**src/rtl/simple_ctr_array_if.sv**
```systemverilog
// ============================================================================
// Module      : simple_ctr_array_if
// Description : Qualifier inputs, clock-buffer enable and counter outputs
//               bundled for simple_ctr_array.
// Revision    : 1.0 - initial release
// ============================================================================
`default_nettype none

interface simple_ctr_array_if #(
    parameter int NUM_CH = 4,
    parameter int WIDTH  = 4
);
    logic [NUM_CH-1:0]       inp1;
    logic [NUM_CH-1:0]       inp2;
    logic                    lcb_en;
    logic [NUM_CH-1:0]       out;
    logic [NUM_CH*WIDTH-1:0] count;
    logic [NUM_CH-1:0]       tc;

    modport master (
        output inp1, inp2, lcb_en,
        input  out, count, tc
    );

    modport slave (
        input  inp1, inp2, lcb_en,
        output out, count, tc
    );
endinterface

`default_nettype wire

```
**src/rtl/simple_ctr_array.sv**
```systemverilog
// ============================================================================
// Module      : simple_ctr_array
// Description : NUM_CH independent armed counters with pipelined LSB output
//               and registered terminal-count pulse. Optional register-enable
//               gating from lcb_en when SIMPLE_LCB_GATE_EN is defined.
// Revision    : 1.0 - initial release
// ============================================================================
`default_nettype none

module simple_ctr_array #(
    parameter int NUM_CH     = 4,
    parameter int WIDTH      = 4,
    parameter int OUT_STAGES = 2,
    parameter int SAT        = 0
) (
    input  wire              iccad_clk,
    input  wire              iccad_rst_n,
    simple_ctr_array_if.slave bus
);

    localparam logic [WIDTH-1:0] MAX    = '1;
    localparam logic [WIDTH-1:0] MAX_M1 = MAX - WIDTH'(1);

    logic [NUM_CH-1:0][WIDTH-1:0] cnt_q, cnt_d;
    logic [NUM_CH-1:0]            tc_q,  tc_d;
    logic [NUM_CH-1:0]            lsb;
    logic                         en;

`ifdef SIMPLE_LCB_GATE_EN
    assign en = bus.lcb_en;
`else
    logic unused_lcb_en;
    assign unused_lcb_en = bus.lcb_en;
    assign en            = 1'b1;
`endif

    always_comb begin
        cnt_d = cnt_q;
        tc_d  = '0;
        if (en) begin
            for (int c = 0; c < NUM_CH; c++) begin
                if (bus.inp1[c] & bus.inp2[c]) begin
                    tc_d[c] = (cnt_q[c] == MAX_M1);
                    if (cnt_q[c] != MAX)
                        cnt_d[c] = cnt_q[c] + WIDTH'(1);
                    else if (SAT != 0)
                        cnt_d[c] = MAX;
                    else
                        cnt_d[c] = '0;
                end else begin
                    cnt_d[c] = '0;
                end
            end
        end
    end

    always_ff @(posedge iccad_clk or negedge iccad_rst_n) begin
        if (!iccad_rst_n) begin
            cnt_q <= '0;
            tc_q  <= '0;
        end else begin
            cnt_q <= cnt_d;
            tc_q  <= tc_d;
        end
    end

    always_comb begin
        lsb = '0;
        for (int c = 0; c < NUM_CH; c++)
            lsb[c] = cnt_q[c][0];
    end

    // The pipeline taps the registered counter LSB, so out trails count[0]
    // by exactly OUT_STAGES edges and freezes together with the counter.
    if (OUT_STAGES > 0) begin : g_pipe
        logic [OUT_STAGES-1:0][NUM_CH-1:0] out_q, out_d;

        always_comb begin
            out_d = out_q;
            if (en) begin
                out_d[0] = lsb;
                for (int s = 1; s < OUT_STAGES; s++)
                    out_d[s] = out_q[s-1];
            end
        end

        always_ff @(posedge iccad_clk or negedge iccad_rst_n) begin
            if (!iccad_rst_n)
                out_q <= '0;
            else
                out_q <= out_d;
        end

        assign bus.out = out_q[OUT_STAGES-1];
    end else begin : g_comb
        assign bus.out = lsb;
    end

    assign bus.count = cnt_q;
    assign bus.tc    = tc_q;

endmodule

`default_nettype wire

```
**src/flat_wrapper.sv**
```systemverilog
// flat-port wrapper written by rule: the top's interface ports become plain ports
module simple_ctr_array_flat 
#(
    parameter int NUM_CH     = 4,
    parameter int WIDTH      = 4,
    parameter int OUT_STAGES = 2,
    parameter int SAT        = 0
)
  (iccad_clk, iccad_rst_n, bus_inp1, bus_inp2, bus_lcb_en, bus_out, bus_count, bus_tc);
  simple_ctr_array_if #(.NUM_CH(NUM_CH), .WIDTH(WIDTH)) bus_i ();
  input  wire iccad_clk;
  input  wire iccad_rst_n;
  input wire logic [$bits(bus_i.inp1)-1:0] bus_inp1;
  input wire logic [$bits(bus_i.inp2)-1:0] bus_inp2;
  input wire logic [$bits(bus_i.lcb_en)-1:0] bus_lcb_en;
  output wire logic [$bits(bus_i.out)-1:0] bus_out;
  output wire logic [$bits(bus_i.count)-1:0] bus_count;
  output wire logic [$bits(bus_i.tc)-1:0] bus_tc;
  assign bus_i.inp1 = bus_inp1;
  assign bus_i.inp2 = bus_inp2;
  assign bus_i.lcb_en = bus_lcb_en;
  assign bus_out = bus_i.out;
  assign bus_count = bus_i.count;
  assign bus_tc = bus_i.tc;
  simple_ctr_array #(.NUM_CH(NUM_CH), .WIDTH(WIDTH), .OUT_STAGES(OUT_STAGES), .SAT(SAT)) u_core (.iccad_clk(iccad_clk), .iccad_rst_n(iccad_rst_n), .bus(bus_i));
endmodule
```
**config.mk**
```make
export PLATFORM = sky130hd
export DESIGN_NAME = simple_ctr_array_flat
export DESIGN_NICKNAME = d
export VERILOG_FILES = /design/src/rtl/simple_ctr_array_if.sv /design/src/rtl/simple_ctr_array.sv /design/src/flat_wrapper.sv
export SDC_FILE = /design/constraint.sdc
export NUM_CORES = 1
export LEC_CHECK = 0
export CAP_MARGIN = 20
export CELL_PAD_IN_SITES_DETAIL_PLACEMENT = 1
export CELL_PAD_IN_SITES_GLOBAL_PLACEMENT = 2
export CORE_UTILIZATION = 28
export DETAILED_ROUTE_END_ITERATION = 8
export GPL_ROUTABILITY_DRIVEN = 0
export GPL_TIMING_DRIVEN = 0
export PLACE_DENSITY_LB_ADDON = 0.12
export SLEW_MARGIN = 20
export SYNTH_ARGS = -nofsm -noshare
export SYNTH_HDL_FRONTEND = slang
export SYNTH_SLANG_ARGS = --single-unit
```
**constraint.sdc**
```tcl
create_clock -name iccad_clk -period 1.4 [get_ports iccad_clk]
set_input_delay 0.28 -clock iccad_clk [delete_from_list [all_inputs] [get_ports iccad_clk]]
set_output_delay 0.28 -clock iccad_clk [all_outputs]
set_load 0.01 [all_outputs]
```
**After elaboration in Yosys (flattened, before gate mapping)**

Index checks and enable logic that the tools add are counted.

- Logic and storage cells: 35
- Flip-flop bits (word level): 28
- Bits of input ports: 11
- Output and inout port bits: 24

- Add/subtract/negate cells: 4
- Mux-type cells: 12
- Bitwise operators: 4
- Equal/unequal tests: 8

Operators by type and width:

| kind | count |
|---|---|
| $mux W4 | 8 |
| $add A4 B1 Y4 const B | 4 |
| $eq A4 B4 Y1 const B | 4 |
| $ne A4 B4 Y1 const B | 4 |
| $and A1 B1 Y1 | 4 |
| $mux W1 | 4 |

**Logic depth before layout (Yosys ltp)**

Gate-level depths: netlist (run 1).

- Depth after elaboration: 3
- Depth in mapped cells: 4

**Worst setup path after synthesis (run 1)**

OpenSTA, ideal clock, no wires.

- Path kind: reg-to-reg
- From: register u_core.cnt_q (netlist bit u_core.bus.count[5])
- To: register u_core.cnt_q (netlist bit u_core.bus.count[7])
- Setup time: 77 ps
- Arrival: 961 ps
- Path buffers: 0
- Period minus slack after synthesis: 1,039 ps
- Cell stages (with the launch flop): 5
- Required time: 1,323 ps
- Path slack: 361 ps
- Path through: dfrtp_1 > ha_1 > a21oi_1 > o21ai_1 > a21oi_1

RTL lines:

| item | line | RTL |
|---|---|---|
| start, declared | simple_ctr_array.sv:24 | `logic [NUM_CH-1:0][WIDTH-1:0] cnt_q, cnt_d;` |
| start signal, assigned | simple_ctr_array.sv:62 | `cnt_q <= cnt_d;` |

**Worst setup path after layout (run 1)**

- From: register u_core.cnt_q (netlist bit u_core.bus.count[0])
- To: output port bus_count[0]

RTL lines:

| item | line | RTL |
|---|---|---|
| end, declared | flat_wrapper.sv:17 | `output wire logic [$bits(bus_i.count)-1:0] bus_count;` |

No word-level cell between the ends.

==> metrics, run 1 <==
max_cap viols=0; Cell variety after synth=13; Die Footprint=4220 µm²; predominant post-synthesis flop cell=dfrtp_1; Top Family by Delay on Critical Path=flip-flops; hpwl dp=1530 µm; Critical Path RT=1120 ps; I/O Buffers=33; Place WS=-14.0 ps; vias per cell=4.48; placed cell area=1500 µm²; Die W=65.0 µm; wire per inst=12.4 µm; RR Startpoint=u_core.bus.count[4]$_DFF_PN0_; cell taking the most area after synthesis=dfrtp_1; # rows=22; slew margin rel.=0.581; commonest cells in the synthesized netlist=28 x dfrtp_1, 12 x nor2_1, 8 x a21oi_1, 8 x ha_1, 8 x inv_1; combinational power share=0.095; Worst Path Max Fanout=2; CTS buffer count=3; sequential fraction of the synthesis area=0.631; Mapped Cells=92; core box area=3740 µm²; clock sink total=28; critical path arrival=1080 ps; Setup crit start=u_core.bus.count[0]$_DFF_PN0_; Max VDD drop=583 µV; XOR/XNOR Fraction of Synth Area=0.0315; Clock Power Share=0.337; sw power=0.327 mW; Initial Util=0.297; Flop pwr share=0.568; Leak Pwr=0.843 nW; Max stage delay cell, worst path=dfrtp_2; CTS tree=yes; first-pass GRT wire length=4350 µm; 1st-iter DRT viols=20; Root Buffer=clkbuf_8; post-synthesis compound-gate area fraction=0.0856; fin crit period=1360 ps; skew final=3.38 ps; Residual DRC=0; largest cells by area after synthesis=dfrtp_1 63%, ha_1 9.0%, nor2_1 4.1%; post-synthesis mux area share=0; reg2reg setup slack=170 ps; Net Count, Synth=111; area of the mapped netlist=1110 µm²; worst path bufs/invs=2; final setup vio count=0; Slew @ Worst Pin=628 ps; number of global-route vias before repair=959; Internal=1.15 mW; total vias in the final route=864; flop and latch count out of synthesis=28; antenna violations before repair=0; GRT overflow=0; Post-CTS Hold Fix Bufs=0; power density cells=897 nW/µm²; ys async rst share=1.00; final setup margin=37.5 ps; Worst Hold Slack=15.8 ps; RSZ-0062 raised after global routing=no; final wirelength=2400 µm; worst path cell trace=buf_4 -> dlygate4sd2_1; Die Ht=65.0 µm; area share of the largest cell type after synthesis=0.631; DRT Pass-1 Iters=4; Area Overhead vs Synth=48.6%; Avg Cell Area, Syn=12.1 µm²; Max Root-Sink Buffers=2; Crit. End Element=output port; fin nets=165; CP Class=register to output port; Post-Synth Adder-Cell Area=0.0901; IO Count=35; slowest cell delay on critical path=420 ps; Clk Latency, worst-skew pair=270 ps; H-tree Lvls=1; Inserted Diodes=0; Routed Antenna Nets=0; Synth Area in Simple Gates=0.108; Slew Limit Fails=0; post-route setup TNS=0 ps; Achievable Freq=734 MHz; Post-synth EDFFs=0; switch share=0.221; Yosys warnings=0; main combinational cell family by area after synthesis=simple AND/OR/NAND/NOR gates; clk slew on worst S/H paths=100 ps; largest net degree at the start of global routing=29; total track usage=0.137; share of cells above drive strength 1=0.248; outcome=completed; Final Hold Fails=0; most frequent cell after synthesis=dfrtp_1; min-delay worst type=input port to asynchronous set/reset pin; final worst path period share=0.973; Critical Path Source Type=register; post-route cell area=1650 µm²
[layout make-up]
| class | count | area [µm²] |
|---|---|---|
| clock buffer | 4 | 55.1 |
| inverter | 8 | 30.0 |
| buffer | 4 | 30.0 |
| sequential | 28 | 711 |
| multi-input combinational | 52 | 350 |
| timing repair buffer | 49 | 415 |
| fill | 430 | 2090 |
| tap | 48 | 60.1 |
[per-layer routing]
layer / track usage / part of all wire
met1: 0.156 / 0.43
met2: 0.246 / 0.52
met3: 0.0440 / 0.046
met4: 0.0333 / 0.0092
met5: 0 / 0
[what timing repair did]
action / in CTS / in global routing
buffers inserted: 16 / 0
resized for setup: 32 / 1
setup endpoints to repair: 24 / 1
gates cloned: 0 / 0
[registers in the layout, indices dropped and copies added, names as in the netlist]
| register | cells |
|---|---|
| u_core.bus.tc | 4 |
| u_core.bus.out | 4 |
| u_core.g_pipe.out_d | 4 |
| u_core.bus.count | 16 |
[per-stage QoR]
stage	std cells	power [mW]	utilization
detailed placement	173	0.996	0.400
global route	193	1.55	0.441
global placement	173	0.992	0.401
finish	193	1.48	0.441
floorplan	92	0.907	-
CTS	193	1.50	0.441
[final timing paths]
check	to	cells after the start
worst max-delay path	bus_count[0]	2
worst min-delay path	u_core.bus.out[2]$_DFF_PN0_	1
worst max register to register	u_core.bus.count[7]$_DFF_PN0_	5
worst min register to register	u_core.bus.out[0]$_DFF_PN0_	0
max in group asynchronous	u_core.bus.count[10]$_DFF_PN0_	1
min in group iccad_clk	u_core.bus.out[0]$_DFF_PN0_	0
[worst register-to-register path: cells and delay by family (launching register included)]
family / cells / cell delay, ps
buffers and inverters: 1 / 160
adder cells (fa/ha/maj): 1 / 240
flip-flops: 1 / 410
AO/OA/AOI/OAI: 3 / 350
[placed cells by master, fill, tap and decap left out, drive strengths merged]
cell type | Yosys | layout
buf | 4 | 22
ha | 8 | 8
a21oi | 8 | 8
nand3 | 4 | 4
o21ai | 4 | 4
clkdlybuf4s50 | 0 | 8
dlygate4sd2 | 0 | 22
nor2 | 12 | 12
a311oi | 4 | 4
clkdlybuf4s15 | 0 | 1
clkbuf | 0 | 4
xnor2 | 4 | 4
inv | 8 | 8
nand2 | 4 | 4
nand4b | 4 | 4
dfrtp | 28 | 28
[power by group through the flow]
stage,Sequential [mW],Clock (mW),Combinational [mW]
2_1_floorplan,0.870,0,0.0378
3_3_place_gp,0.868,0,0.124
3_5_place_dp,0.870,0,0.125
4_1_cts,0.842,0.519,0.143
5_1_grt,0.845,0.547,0.158
6_report,0.841,0.500,0.140
[cells by family (layout without fill, tap and decap cells)]
logic type / after synthesis / in the layout
DFF: 28 / 28
and+or+nand+nor: 24 / 24
AOI/OAI and AO/OA: 16 / 16
buffers and inverters: 12 / 65
adders and majority gates: 8 / 8
xor gates and xnor gates: 4 / 4
Power figures use the tool's default switching activity.
==> inputs of run 2 (changes only) <==
Settings changed: GPL_ROUTABILITY_DRIVEN 0 to not set.
Clock period 1.4 ns to 1.3 ns, I/O delays scaled along.
==> metrics, run 2 (synthesis gave the netlist of run 1 again) <==
number of global-route vias before repair=959 (unchanged); share of cells above drive strength 1=0.276 (+0.0276); Register Area=711 µm² (unchanged); Max VDD drop=628 µV (+7.8%); CTS buffer count=3 (unchanged); largest net degree at the start of global routing=29 (unchanged); final core utilization=0.439 (-0.00234); total vias in the final route=863 (-0.12%); DRT Pass-1 Iters=4 (unchanged); slew margin rel.=0.582 (+0.000639); Die W=65.0 µm (unchanged); Clk Latency, worst-skew pair=270 ps (about the same); slowest cell delay on critical path=420 ps (about the same); Inserted Diodes=0 (unchanged); total track usage=0.137 (unchanged); Post-CTS Hold Fix Bufs=0 (unchanged); gp weighted congestion=0.718; Critical Path RT=1040 ps (-80 ps); Initial Util=0.297 (unchanged); 1st-iter DRT viols=25 (+25%); Area Overhead vs Synth=47.9%; CP Class=register to output port; placed cell area=1500 µm² (unchanged); placed instance count=173 (unchanged); I/O Buffers=33 (unchanged); Root Buffer=clkbuf_8; GRT overflow=0 (unchanged); vias per cell=4.47 (-0.12%); IO Count=35 (unchanged); fin crit period=1240 ps; wire per inst=12.5 µm (+0.21%); antenna violations before repair=0 (unchanged); clock sink total=28 (unchanged); clk slew on worst S/H paths=100 ps (about the same); # rows=22 (unchanged); final wirelength=2410 µm (+0.21%); max reg flops=16 (unchanged); Achievable Freq=805 MHz; CTS tree=yes; Critical Path Source Type=register; worst path bufs/invs=1 (-1); most frequent cells in the layout=21 x buf_4, 20 x dlygate4sd2_1, 20 x dfrtp_1; final setup margin=57.6 ps (+20.1 ps); first-pass GRT wire length=4350 µm (unchanged); final worst path period share=0.956; H-tree Lvls=1 (unchanged); Layout Cells excl Fill=193 (unchanged); min-delay worst type=input port to asynchronous set/reset pin; Crit. End Element=output port; Total Power=1.60 mW (+7.7%); multi-input logic area=354 µm² (+1.1%); power density cells=971 nW/µm² (+8.3%); fill count=434 (+0.93%); Slew @ Worst Pin=627 ps (-0.959 ps); Die Ht=65.0 µm (unchanged); Residual DRC=0 (unchanged); max_cap viols=0 (unchanged); Max Root-Sink Buffers=2 (unchanged); RSZ-0062 raised after global routing=no; hpwl dp=1530 µm (unchanged); fin nets=165 (unchanged); Max stage delay cell, worst path=dfrtp_2; worst path cell trace=dlygate4sd2_1; Routed Antenna Nets=0 (unchanged); post-route cell area=1640 µm² (-0.53%); core box area=3740 µm² (unchanged); Slew Limit Fails=0 (unchanged); failing checks=negative hold slack; Leak Pwr=0.839 nW (-0.43%); outcome=finished with violations; skew final=3.46 ps (+0.0795 ps); Place WS=-94.0 ps (-80.0 ps); Die Footprint=4220 µm² (unchanged); Final Hold Fails=26 (+26); Worst Path Max Fanout=2 (unchanged); Top Family by Delay on Critical Path=flip-flops; Worst Hold Slack=-4.64 ps (-20.4 ps); final setup vio count=0 (unchanged); critical path arrival=980 ps (-100 ps); most common cell after layout, fill and taps aside=buf_4
-- run 2: cell type report --
cell class | count | share of cell area
inverters | 8 | 0.0183
flip-flops and latches | 28 | 0.433
clock buffers | 4 | 0.0335
well taps | 48 | 0.0366
repair buffers | 49 | 0.245
multi-input cells | 52 | 0.216
plain buffers | 4 | 0.0183
-- run 2: final timing paths --
| check | to | cells after the start | slack, ps | start |
|---|---|---|---|---|
| max in group asynchronous | u_core.bus.count[10]$_DFF_PN0_ | 1 | 860 | iccad_rst_n |
| max | bus_count[14] | 1 | 60 | u_core.bus.count[14]$_DFF_PN0_ |
| max reg2reg | u_core.bus.count[7]$_DFF_PN0_ | 5 | 70 | u_core.bus.count[4]$_DFF_PN0_ |
| min reg2reg | u_core.bus.out[0]$_DFF_PN0_ | 0 | 360 | u_core.g_pipe.out_d[4]$_DFF_PN0_ |
| min in group iccad_clk | u_core.bus.out[0]$_DFF_PN0_ | 0 | 360 | u_core.g_pipe.out_d[4]$_DFF_PN0_ |
| min | u_core.bus.out[2]$_DFF_PN0_ | 1 | -5 | iccad_rst_n |
-- run 2: through the flow --
step / hold WS [ps] / setup TNS [ps]
CTS: 14.2 / 0
finish: -4.64 / 0
global placement: 336 / -13950
floorplan: -35.6 / 0
detailed placement: 320 / -282
global route: 38.8 / 0
-- run 2: timing repair --
action / CTS / global route
endpoints found under the setup margin: 24 / 3
gates resized for setup: 39 / 3
pin swaps: 0 / 0
buffers inserted: 16 / 0
-- run 2: power breakdown --
group / switching (mW) / internal [mW] / leakage (nW)
sequential: 0.00993 / 0.896 / 0.368
clock: 0.267 / 0.271 / 0.0288
combinational: 0.0762 / 0.0743 / 0.443
total: 0.354 / 1.24 / 0.839
-- run 2: metal layers --
metal,vias to the layer above,part of all wire,GRT usage
met1,429,0.43,0.156
met2,21,0.52,0.246
met5,-,0,0
met3,2,0.046,0.0440
li1,411,-,-
met4,0,0.0091,0.0333
